--- src/rtl/filt_pkg.sv ---
// Shared types and defaults for the frame-synchronous filter mode sequencer.
package filt_pkg;

    typedef enum logic [1:0] {
        MODE_BYPASS = 2'd0,
        MODE_GAUSS  = 2'd1,
        MODE_SOBEL  = 2'd2,
        MODE_RSVD   = 2'd3
    } filt_mode_e;

    typedef enum logic [1:0] {
        S_IDLE    = 2'd0,
        S_PENDING = 2'd1,
        S_COMMIT  = 2'd2
    } seq_state_e;

    // Filter routing selects; exactly one field is set at any time.
    typedef struct packed {
        logic bypass;
        logic gauss;
        logic sobel;
    } filt_sel_t;

    localparam int unsigned H_RES_DEF = 640;
    localparam int unsigned V_RES_DEF = 480;
    localparam int unsigned COORD_W   = 10;
    localparam int unsigned FCNT_W    = 16;

endpackage

--- src/rtl/filt_frame_tick.sv ---
// Frame-end detection on the last active pixel and completed-frame counter.
module filt_frame_tick
    import filt_pkg::*;
#(
    parameter int unsigned H_RES = H_RES_DEF,
    parameter int unsigned V_RES = V_RES_DEF
) (
    input  logic               clk,
    input  logic               reset,
    input  logic               de_in,
    input  logic [COORD_W-1:0] x_in,
    input  logic [COORD_W-1:0] y_in,
    output logic               frame_end_c,
    output logic [FCNT_W-1:0]  frame_cnt
);

    logic [FCNT_W-1:0] cnt_q;

    // Last active pixel of the frame; coordinates are meaningless while de_in is low.
    assign frame_end_c = de_in
                      && (x_in == COORD_W'(H_RES - 1))
                      && (y_in == COORD_W'(V_RES - 1));

    // Completed-frame counter, wraps naturally at full scale.
    always_ff @(posedge clk or posedge reset) begin
        if (reset) begin
            cnt_q <= '0;
        end else if (frame_end_c) begin
            cnt_q <= cnt_q + FCNT_W'(1);
        end
    end

    assign frame_cnt = cnt_q;

endmodule

--- src/rtl/filt_mode_sequencer.sv ---
// Holds a requested filter mode in a shadow register and commits it only between
// frames, with an optional forced-bypass settle period and a pending timeout.
module filt_mode_sequencer
    import filt_pkg::*;
#(
    parameter int unsigned H_RES         = H_RES_DEF,
    parameter int unsigned V_RES         = V_RES_DEF,
    parameter int unsigned SETTLE_FRAMES = 1,
    parameter int unsigned TIMEOUT_CYC   = 2000000
) (
    input  logic        clk,
    input  logic        reset,
    input  logic        cfg_valid,
    input  logic [1:0]  cfg_mode,
    output logic        cfg_ready,
    input  logic        de_in,
    input  logic [9:0]  x_in,
    input  logic [9:0]  y_in,
    output logic [1:0]  mode_active,
    output logic        sel_gauss,
    output logic        sel_sobel,
    output logic        filt_bypass,
    output logic        cfg_done,
    output logic        cfg_timeout,
    output logic        cfg_err,
    output logic [15:0] frame_cnt
);

    localparam int unsigned TO_W  = (TIMEOUT_CYC < 2)   ? 1 : $clog2(TIMEOUT_CYC);
    localparam int unsigned SET_W = (SETTLE_FRAMES < 2) ? 1 : $clog2(SETTLE_FRAMES + 1);

    logic             frame_end_c;
    logic             xfer_c;

    seq_state_e       state_q,   state_d;
    filt_mode_e       shadow_q,  shadow_d;
    filt_mode_e       mode_q,    mode_d;
    logic [TO_W-1:0]  to_cnt_q,  to_cnt_d;
    logic             to_flag_q, to_flag_d;
    logic [SET_W-1:0] settle_q,  settle_d;
    filt_sel_t        sel_q,     sel_d;
    logic             ready_q;
    logic             done_q,    done_d;
    logic             tmo_q,     tmo_d;
    logic             err_q,     err_d;

    filt_frame_tick #(
        .H_RES (H_RES),
        .V_RES (V_RES)
    ) u_tick (
        .clk         (clk),
        .reset       (reset),
        .de_in       (de_in),
        .x_in        (x_in),
        .y_in        (y_in),
        .frame_end_c (frame_end_c),
        .frame_cnt   (frame_cnt)
    );

    assign xfer_c = cfg_valid && ready_q;

    // Next-state, shadow, timeout, settle and pulse logic.
    always_comb begin
        state_d   = state_q;
        shadow_d  = shadow_q;
        mode_d    = mode_q;
        to_cnt_d  = to_cnt_q;
        to_flag_d = to_flag_q;
        settle_d  = settle_q;
        done_d    = 1'b0;
        tmo_d     = 1'b0;
        err_d     = 1'b0;

        if (frame_end_c && (settle_q != '0)) begin
            settle_d = settle_q - SET_W'(1);
        end

        unique case (state_q)
            S_IDLE: begin
                if (xfer_c) begin
                    state_d   = S_PENDING;
                    to_cnt_d  = '0;
                    to_flag_d = 1'b0;
                    if (filt_mode_e'(cfg_mode) == MODE_RSVD) begin
                        shadow_d = MODE_BYPASS;
                        err_d    = 1'b1;
                    end else begin
                        shadow_d = filt_mode_e'(cfg_mode);
                    end
                end
            end
            S_PENDING: begin
                if (frame_end_c) begin
                    state_d = S_COMMIT;
                end else if (to_cnt_q == TO_W'(TIMEOUT_CYC - 1)) begin
                    state_d   = S_COMMIT;
                    to_flag_d = 1'b1;
                end else begin
                    to_cnt_d = to_cnt_q + TO_W'(1);
                end
            end
            S_COMMIT: begin
                state_d = S_IDLE;
                mode_d  = shadow_q;
                done_d  = 1'b1;
                tmo_d   = to_flag_q;
                // Filter pipelines need flushing only when leaving bypass.
                if ((mode_q == MODE_BYPASS) && (shadow_q != MODE_BYPASS)) begin
                    settle_d = SET_W'(SETTLE_FRAMES);
                end
            end
            default: begin
                state_d = S_IDLE;
            end
        endcase

        sel_d.bypass = (mode_d == MODE_BYPASS) || (settle_d != '0);
        sel_d.gauss  = (mode_d == MODE_GAUSS)  && (settle_d == '0);
        sel_d.sobel  = (mode_d == MODE_SOBEL)  && (settle_d == '0);
    end

    // State and registered outputs.
    always_ff @(posedge clk or posedge reset) begin
        if (reset) begin
            state_q   <= S_IDLE;
            shadow_q  <= MODE_BYPASS;
            mode_q    <= MODE_BYPASS;
            to_cnt_q  <= '0;
            to_flag_q <= 1'b0;
            settle_q  <= '0;
            sel_q     <= '{bypass: 1'b1, gauss: 1'b0, sobel: 1'b0};
            ready_q   <= 1'b1;
            done_q    <= 1'b0;
            tmo_q     <= 1'b0;
            err_q     <= 1'b0;
        end else begin
            state_q   <= state_d;
            shadow_q  <= shadow_d;
            mode_q    <= mode_d;
            to_cnt_q  <= to_cnt_d;
            to_flag_q <= to_flag_d;
            settle_q  <= settle_d;
            sel_q     <= sel_d;
            ready_q   <= (state_d == S_IDLE);
            done_q    <= done_d;
            tmo_q     <= tmo_d;
            err_q     <= err_d;
        end
    end

    assign cfg_ready   = ready_q;
    assign mode_active = mode_q;
    assign filt_bypass = sel_q.bypass;
    assign sel_gauss   = sel_q.gauss;
    assign sel_sobel   = sel_q.sobel;
    assign cfg_done    = done_q;
    assign cfg_timeout = tmo_q;
    assign cfg_err     = err_q;

endmodule

--- config.mk ---
export PLATFORM = sky130hd
export DESIGN_NAME = filt_mode_sequencer
export DESIGN_NICKNAME = d
export VERILOG_FILES = /design/src/rtl/filt_pkg.sv /design/src/rtl/filt_frame_tick.sv /design/src/rtl/filt_mode_sequencer.sv
export SDC_FILE = /design/constraint.sdc
export NUM_CORES = 1
export LEC_CHECK = 0
export CAP_MARGIN = 20
export CORE_UTILIZATION = 47
export DETAILED_ROUTE_END_ITERATION = 7
export PLACE_DENSITY = 0.88
export SETUP_SLACK_MARGIN = 0.2
export SKIP_LAST_GASP = 1
export SYNTH_ARGS = -nofsm -noshare
export SYNTH_HDL_FRONTEND = slang
export SYNTH_HIERARCHICAL = 1
export SYNTH_SLANG_ARGS = --single-unit
--- constraint.sdc ---
create_clock -name clk -period 2 [get_ports clk]
set_clock_uncertainty 0.15 [all_clocks]
set_input_delay 0.4 -clock clk [delete_from_list [all_inputs] [get_ports clk]]
set_output_delay 0.4 -clock clk [all_outputs]
set_load 0.005 [all_outputs]
Yosys cells after proc, flatten, opt, wreduce, memory -nomap -nowiden
Index checks and enable logic that the tools add are counted.
Widths: inputs -> output; s select.
Cells by class
  equal/unequal tests: 12
  bitwise gates (word level): 1
  add/sub/neg operators: 3
  reduce and logical (&&, ||, !) cells: 17
  muxes and demuxes: 22
Operators by type and width (number)
  $mux 21: 3
  $pmux 21 s2: 1
  $add 21x1->21 const B: 1
  $eq 21x21->1 const B: 1
  $add 16x1->16 const B: 1
  $mux 1: 11
  $eq 10x10->1 const B: 1
  $eq 10x9->1 const B: 1
  $mux 2: 5
  $logic_not 2->1: 4
  $ne 2x2->1 const B: 4
  $reduce_and 4->1: 2
  $logic_and 1x1->1: 7
  $eq 2x2->1 const B: 3
  $eq 2x1->1 const B: 2
  $pmux 2 s2: 1
  $reduce_bool 2->1: 2
  $pmux 1 s2: 1
  $reduce_and 2->1: 1
  $logic_or 1x1->1: 1
  $not 1->1: 1
  $sub 1x1->1 const B: 1
Word-level totals
  output and inout port bits: 25
  register bits after elaboration: 52
  word-level logic and storage cells: 69

Logic depth before layout (Yosys ltp)
Gate-level depths: netlist (run 1).
  depth in word-level cells: 9
  depth in mapped cells: 9
  gate-level depth less buffers: 8

Cells and area by module
The synthesis (run 1) kept the hierarchy.
Modules (own cells, without submodules)
  filt_mode_sequencer: times used 1, cells an instance 182, area each 1848.0 µm²
  filt_frame_tick: times used 1, cells an instance 74, area each 780.7 µm²

Least setup slack after synthesis (run 1)
No wires, ideal clock.
  kind: input -> register
  from: input port x_in[8]
  to: register to_cnt_q[8]
  slack: -0.505 ns
  library setup time: 0.078 ns
  data arrival time: 2.277 ns
  required time: 1.772 ns
  buffers on the path: 1
  stages: 9
  cell sequence: nand4bb_1 nor4_2 nand2_2 clkinv_1 nor3b_4 o2111ai_1 buf_2 or4_1 a21oi_1
On the way
  word-level cells in the longest chain between the ends: 5
Ends and longest elaborated chain
  start, declared: RTL line filt_mode_sequencer.sv:17  | input logic [9:0] x_in,
  $eq 10x10->1: RTL line filt_frame_tick.sv:21  | && (x_in == COORD_W'(H_RES - 1))
  $logic_and 1x1->1: RTL line filt_frame_tick.sv:21
  $logic_and 1x1->1: RTL line filt_frame_tick.sv:22  | && (y_in == COORD_W'(V_RES - 1));
  named net frame_end_c: RTL line filt_mode_sequencer.sv:32  | logic frame_end_c;
  $ne 2x2->1 (no source line)
  $reduce_and 4->1 (no source line)
  end signal, assigned: RTL line filt_mode_sequencer.sv:140  | to_cnt_q <= to_cnt_d;
  end, declared: RTL line filt_mode_sequencer.sv:38  | logic [TO_W-1:0] to_cnt_q, to_cnt_d;
The timed path passes the listed nets, and every way through them passes these cells.
A chain may end at the register's enable or synchronous reset.

Final worst setup path (run 1)
  from: register ready_q, in the netlist cfg_ready
  to: register to_cnt_q[10]
On the way
  word-level cells in the longest chain between the ends: 3
Ends and longest elaborated chain
  start, declared: RTL line filt_mode_sequencer.sv:42  | logic ready_q;
  start signal, assigned: RTL line filt_mode_sequencer.sv:144  | ready_q <= (state_d == S_IDLE);
  $logic_and 1x1->1: RTL line filt_mode_sequencer.sv:60  | assign xfer_c = cfg_valid && ready_q;
  $ne 2x2->1 (no source line)
  $reduce_and 4->1 (no source line)
No other way between the ends.

==> results_dict.tcl, run 1 <==
set metrics [dict create \
    reg2regPathDepth 5 \
    first_pass_iters 5 \
    r2r-end "to_cnt_q[10]$_DFFE_PP0P_" \
    cts_buffers 5 \
    clock_sinks 52 \
    synth_area_um2 2630 \
    critPathMaxFanout 4 \
    synth_nets 284 \
    diodes 0 \
    clock_latency_ns 0.33 \
    cap_viol_max_count 0 \
    grt_usage_pct 28.3 \
    rsz0062_at_grt "true" \
    clockBufferDepth 2 \
    yosys.area_share.xor_xnor_pct 5.00 \
    timing.fmax_ghz 0.481 \
    r2r_start "cfg_ready$_DFF_PP1_" \
    startpoint "cfg_ready$_DFF_PP1_" \
    drtIter0Drc 414 \
    path_class "flip-flop to flip-flop" \
    die-area_um2 5900 \
    endpoint "to_cnt_q[10]$_DFFE_PP0P_" \
    fill_cells 299 \
    arrival_ns 2.16 \
    finalCritPeriodShare_pct 104 \
    synth_top_family_by_area "simple AND/OR/NAND/NOR gates" \
    final_max_slew_viol_count 0 \
    dp_hpwl_um 4540 \
    ant_nets 0 \
    drc 0 \
    min_path_type "input port to async pin" \
    area_growth_pct 52.3 \
    die_width_um 76.8 \
    synth-simple-area-share_pct 26.7 \
    totalWireLength_um 9600 \
    syn_area_per_cell_um2 10.3 \
    ys_ff_latch 52 \
    fin_nets 398 \
    finalPower_mw 2.40 \
    status "complete, but fails checks" \
    io_pins 51 \
    core_um2 5240 \
    ys_warn_count 6 \
    synth_edf_count 0 \
    hold_viol 0 \
    min_period_ns 2.08 \
    end_kind "flip-flop" \
    grt_max_degree 37 \
    ys_types 53 \
    cp-start-kind "flip-flop" \
    num_rows 26 \
    routabilityCongestion 0.850 \
    antenna_found_initial 0 \
    start_util_pct 50.2 \
    vdd_drop_max_uv 569 \
    cts-root-buf "clkbuf_8" \
    overflow 0 \
    relSlewSlack_pct 54.5 \
    setup_violations 13 \
    final_area_um2 4000 \
    final_util_pct 76.4 \
    pwr_density_cell_nw_per_um2 601 \
    muxShareOfSynthArea_pct 3.90 \
    synth_compound_area_share_pct 10.6 \
    cts_hold_buf 0 \
    synthAdderAreaFrac_pct 0.952 \
    p_leak_nw 1.99 \
    worstMarginPinSlew_ns 0.681 \
    whs_ns 0.303 \
    grt_pass1_vias 2732 \
    io_buffers 50 \
    synthFlopType "dfrtp_1" \
    placed_cells 396 \
    grt_first_pass_wirelength_um 13100 \
    postSynthCellCount 256 \
    place_area_um2 3420 \
    synthArstFlopShare_pct 100 \
    cts_tree "built" \
    cts-htree-levels 2 \
    instances_no_fill 441 \
    ys_seq_area_share_pct 49.6 \
    r2r_slack_ns -0.08 \
    drive_gt1_share_pct 41.5 \
    crit_required_ns 2.08 \
    avgViaCountPerCell 6.41 \
    final.setup.worst_slack_ns -0.0806 \
    clkTransAtPathRegs_ns 0.11 \
    violations "negative setup slack" \
    drt-wirelength-per-cell_um 21.8 \
    die_h_um 76.8 \
    vias 2826 \
]
metal layers:
layer,vias up,global-route usage (%),part of all wire [%]
met5,-,0,0
met4,0,14.6,4.9
met3,54,4.64,8.9
met2,230,47.7,49
met1,1377,34.7,38
li1,1165,-,-
how the worst min path moves through the flow:
stage | endpoint | cells past startpoint | slack, ns | startpoint
detailed placement | u_tick/frame_cnt[15]$_DFFE_PP0P_ | 1 | 0.31 | u_tick/frame_cnt[15]$_DFFE_PP0P_
global route | mode_active[1]$_DFF_PP0_ | 3 | 0.34 | reset
CTS | sel_gauss$_DFF_PP0_ | 3 | 0.29 | reset
floorplan | u_tick/frame_cnt[0]$_DFFE_PP0P_ | 1 | 0.16 | reset
global placement | u_tick/frame_cnt[15]$_DFFE_PP0P_ | 1 | 0.30 | u_tick/frame_cnt[15]$_DFFE_PP0P_
finish | mode_active[1]$_DFF_PP0_ | 3 | 0.30 | reset
cells in the final DEF, fill, tap and decap left out, types with 4 or more instances in the layout:
master            n
a21oi_1           5
o211ai_1          4
buf_6            14
dfrtp_1          47
buf_2            16
xor2_1            6
inv_1            10
mux2i_1           7
clkbuf_8          5
clkdlybuf4s50_1  15
xnor2_1           9
a21oi_2          10
nand4_1           8
o31ai_1           4
nor2_1            6
or2_2             6
or4_4             4
and4_1            4
dlymetal6s2s_1   11
a21oi_4           6
nand3_1          12
buf_4            48
or3_1             6
o21ai_0           8
nand2_1          26
per-stage QoR:
| step | TNS, ns | setup slack [ns] |
|---|---|---|
| floorplan | -2.26 | -0.325 |
| CTS | -0.0107 | -0.0107 |
| finish | -0.415 | -0.0806 |
| detailed placement | -15.14 | -0.640 |
| global route | -0.961 | -0.125 |
| global placement | -13.56 | -0.583 |
sequential cells by signal, summed over array words and instances, names as in the netlist:
| name | flops |
|---|---|
| mode_active | 2 |
| state_q | 2 |
| cfg_ready | 1 |
| u_tick/frame_cnt | 16 |
| cfg_done | 1 |
| cfg_timeout | 1 |
| to_cnt_q | 21 |
| settle_q | 1 |
| shadow_q | 2 |
| cfg_err | 1 |
| sel_gauss | 1 |
| to_flag_q | 1 |
| sel_sobel | 1 |
| filt_bypass | 1 |
power by group:
| part | internal (mW) | switching [mW] |
|---|---|---|
| clock network | 0.256 | 0.401 |
| logic | 0.256 | 0.273 |
| registers | 1.13 | 0.0901 |
cell type report:
cell class / instances / area (µm²) / area share (%)
clock inverter: 3 / 26.3 / 0.656
tap: 70 / 87.6 / 2.19
inverter: 11 / 46.3 / 1.16
multi-input combinational: 185 / 1480 / 36.9
clock buffer: 5 / 68.8 / 1.72
sequential: 52 / 1310 / 32.7
timing repair buffer: 115 / 990 / 24.7
cells by family (layout without fill, tap and decap cells):
kind of cell | count (synthesis) | after routing
mux | 10 | 10
flops | 52 | 52
buf+inv | 19 | 134
fa+ha+maj | 2 | 2
compound gates | 46 | 46
xor+xnor | 15 | 15
simple gates | 112 | 112
synthesized netlist by cell type, types with 2 or more instances:
library cell	instances	share of area [%]
or4_1	6	1.7
dfrtp_1	50	48
or2_2	6	1.4
or3_1	7	1.7
mux2_2	2	0.86
nor2_1	8	1.1
nand2_1	28	4.0
and3_1	3	0.71
xnor2_1	9	3.0
o2111ai_1	3	1.0
o211ai_1	4	1.1
nor3_1	4	0.76
nand3b_1	2	0.57
nand3_1	12	2.3
clkbuf_1	4	0.57
nand4_1	8	1.9
mux2i_1	8	3.0
xor2_1	6	2.0
ha_1	2	0.95
inv_1	10	1.4
dfstp_2	2	2.0
a21oi_1	20	3.8
o31ai_1	7	2.0
nor4_1	5	1.2
o21ai_0	8	1.5
and4_1	5	1.7
worst max-delay path: stages, from the launching register on:
cell	delay (ns)
dfstp_2	0.55
and4bb_4	0.29
o2111ai_4	0.18
buf_6	0.17
or4_1	0.41
a21oi_1	0.23
timing repair:
action	in CTS	in global routing
resized for setup	89	52
buffers inserted	24	12
pin swaps	28	20
endpoints found under the setup margin	49	49
gates cloned	1	0
Power figures use the tool's default switching activity.
==> inputs of run 2 (changes only) <==
--- a/config.mk
+++ b/config.mk
@@ -7,7 +7,9 @@
 export LEC_CHECK = 0
 export CAP_MARGIN = 20
 export CORE_UTILIZATION = 47
+export CTS_CLUSTER_SIZE = 30
 export DETAILED_ROUTE_END_ITERATION = 7
+export GPL_TIMING_DRIVEN = 1
 export PLACE_DENSITY = 0.88
 export SETUP_SLACK_MARGIN = 0.2
 export SKIP_LAST_GASP = 1
==> results of run 2 <==
Same layout as run 1: the final DEF is identical, and so are final timing and power.
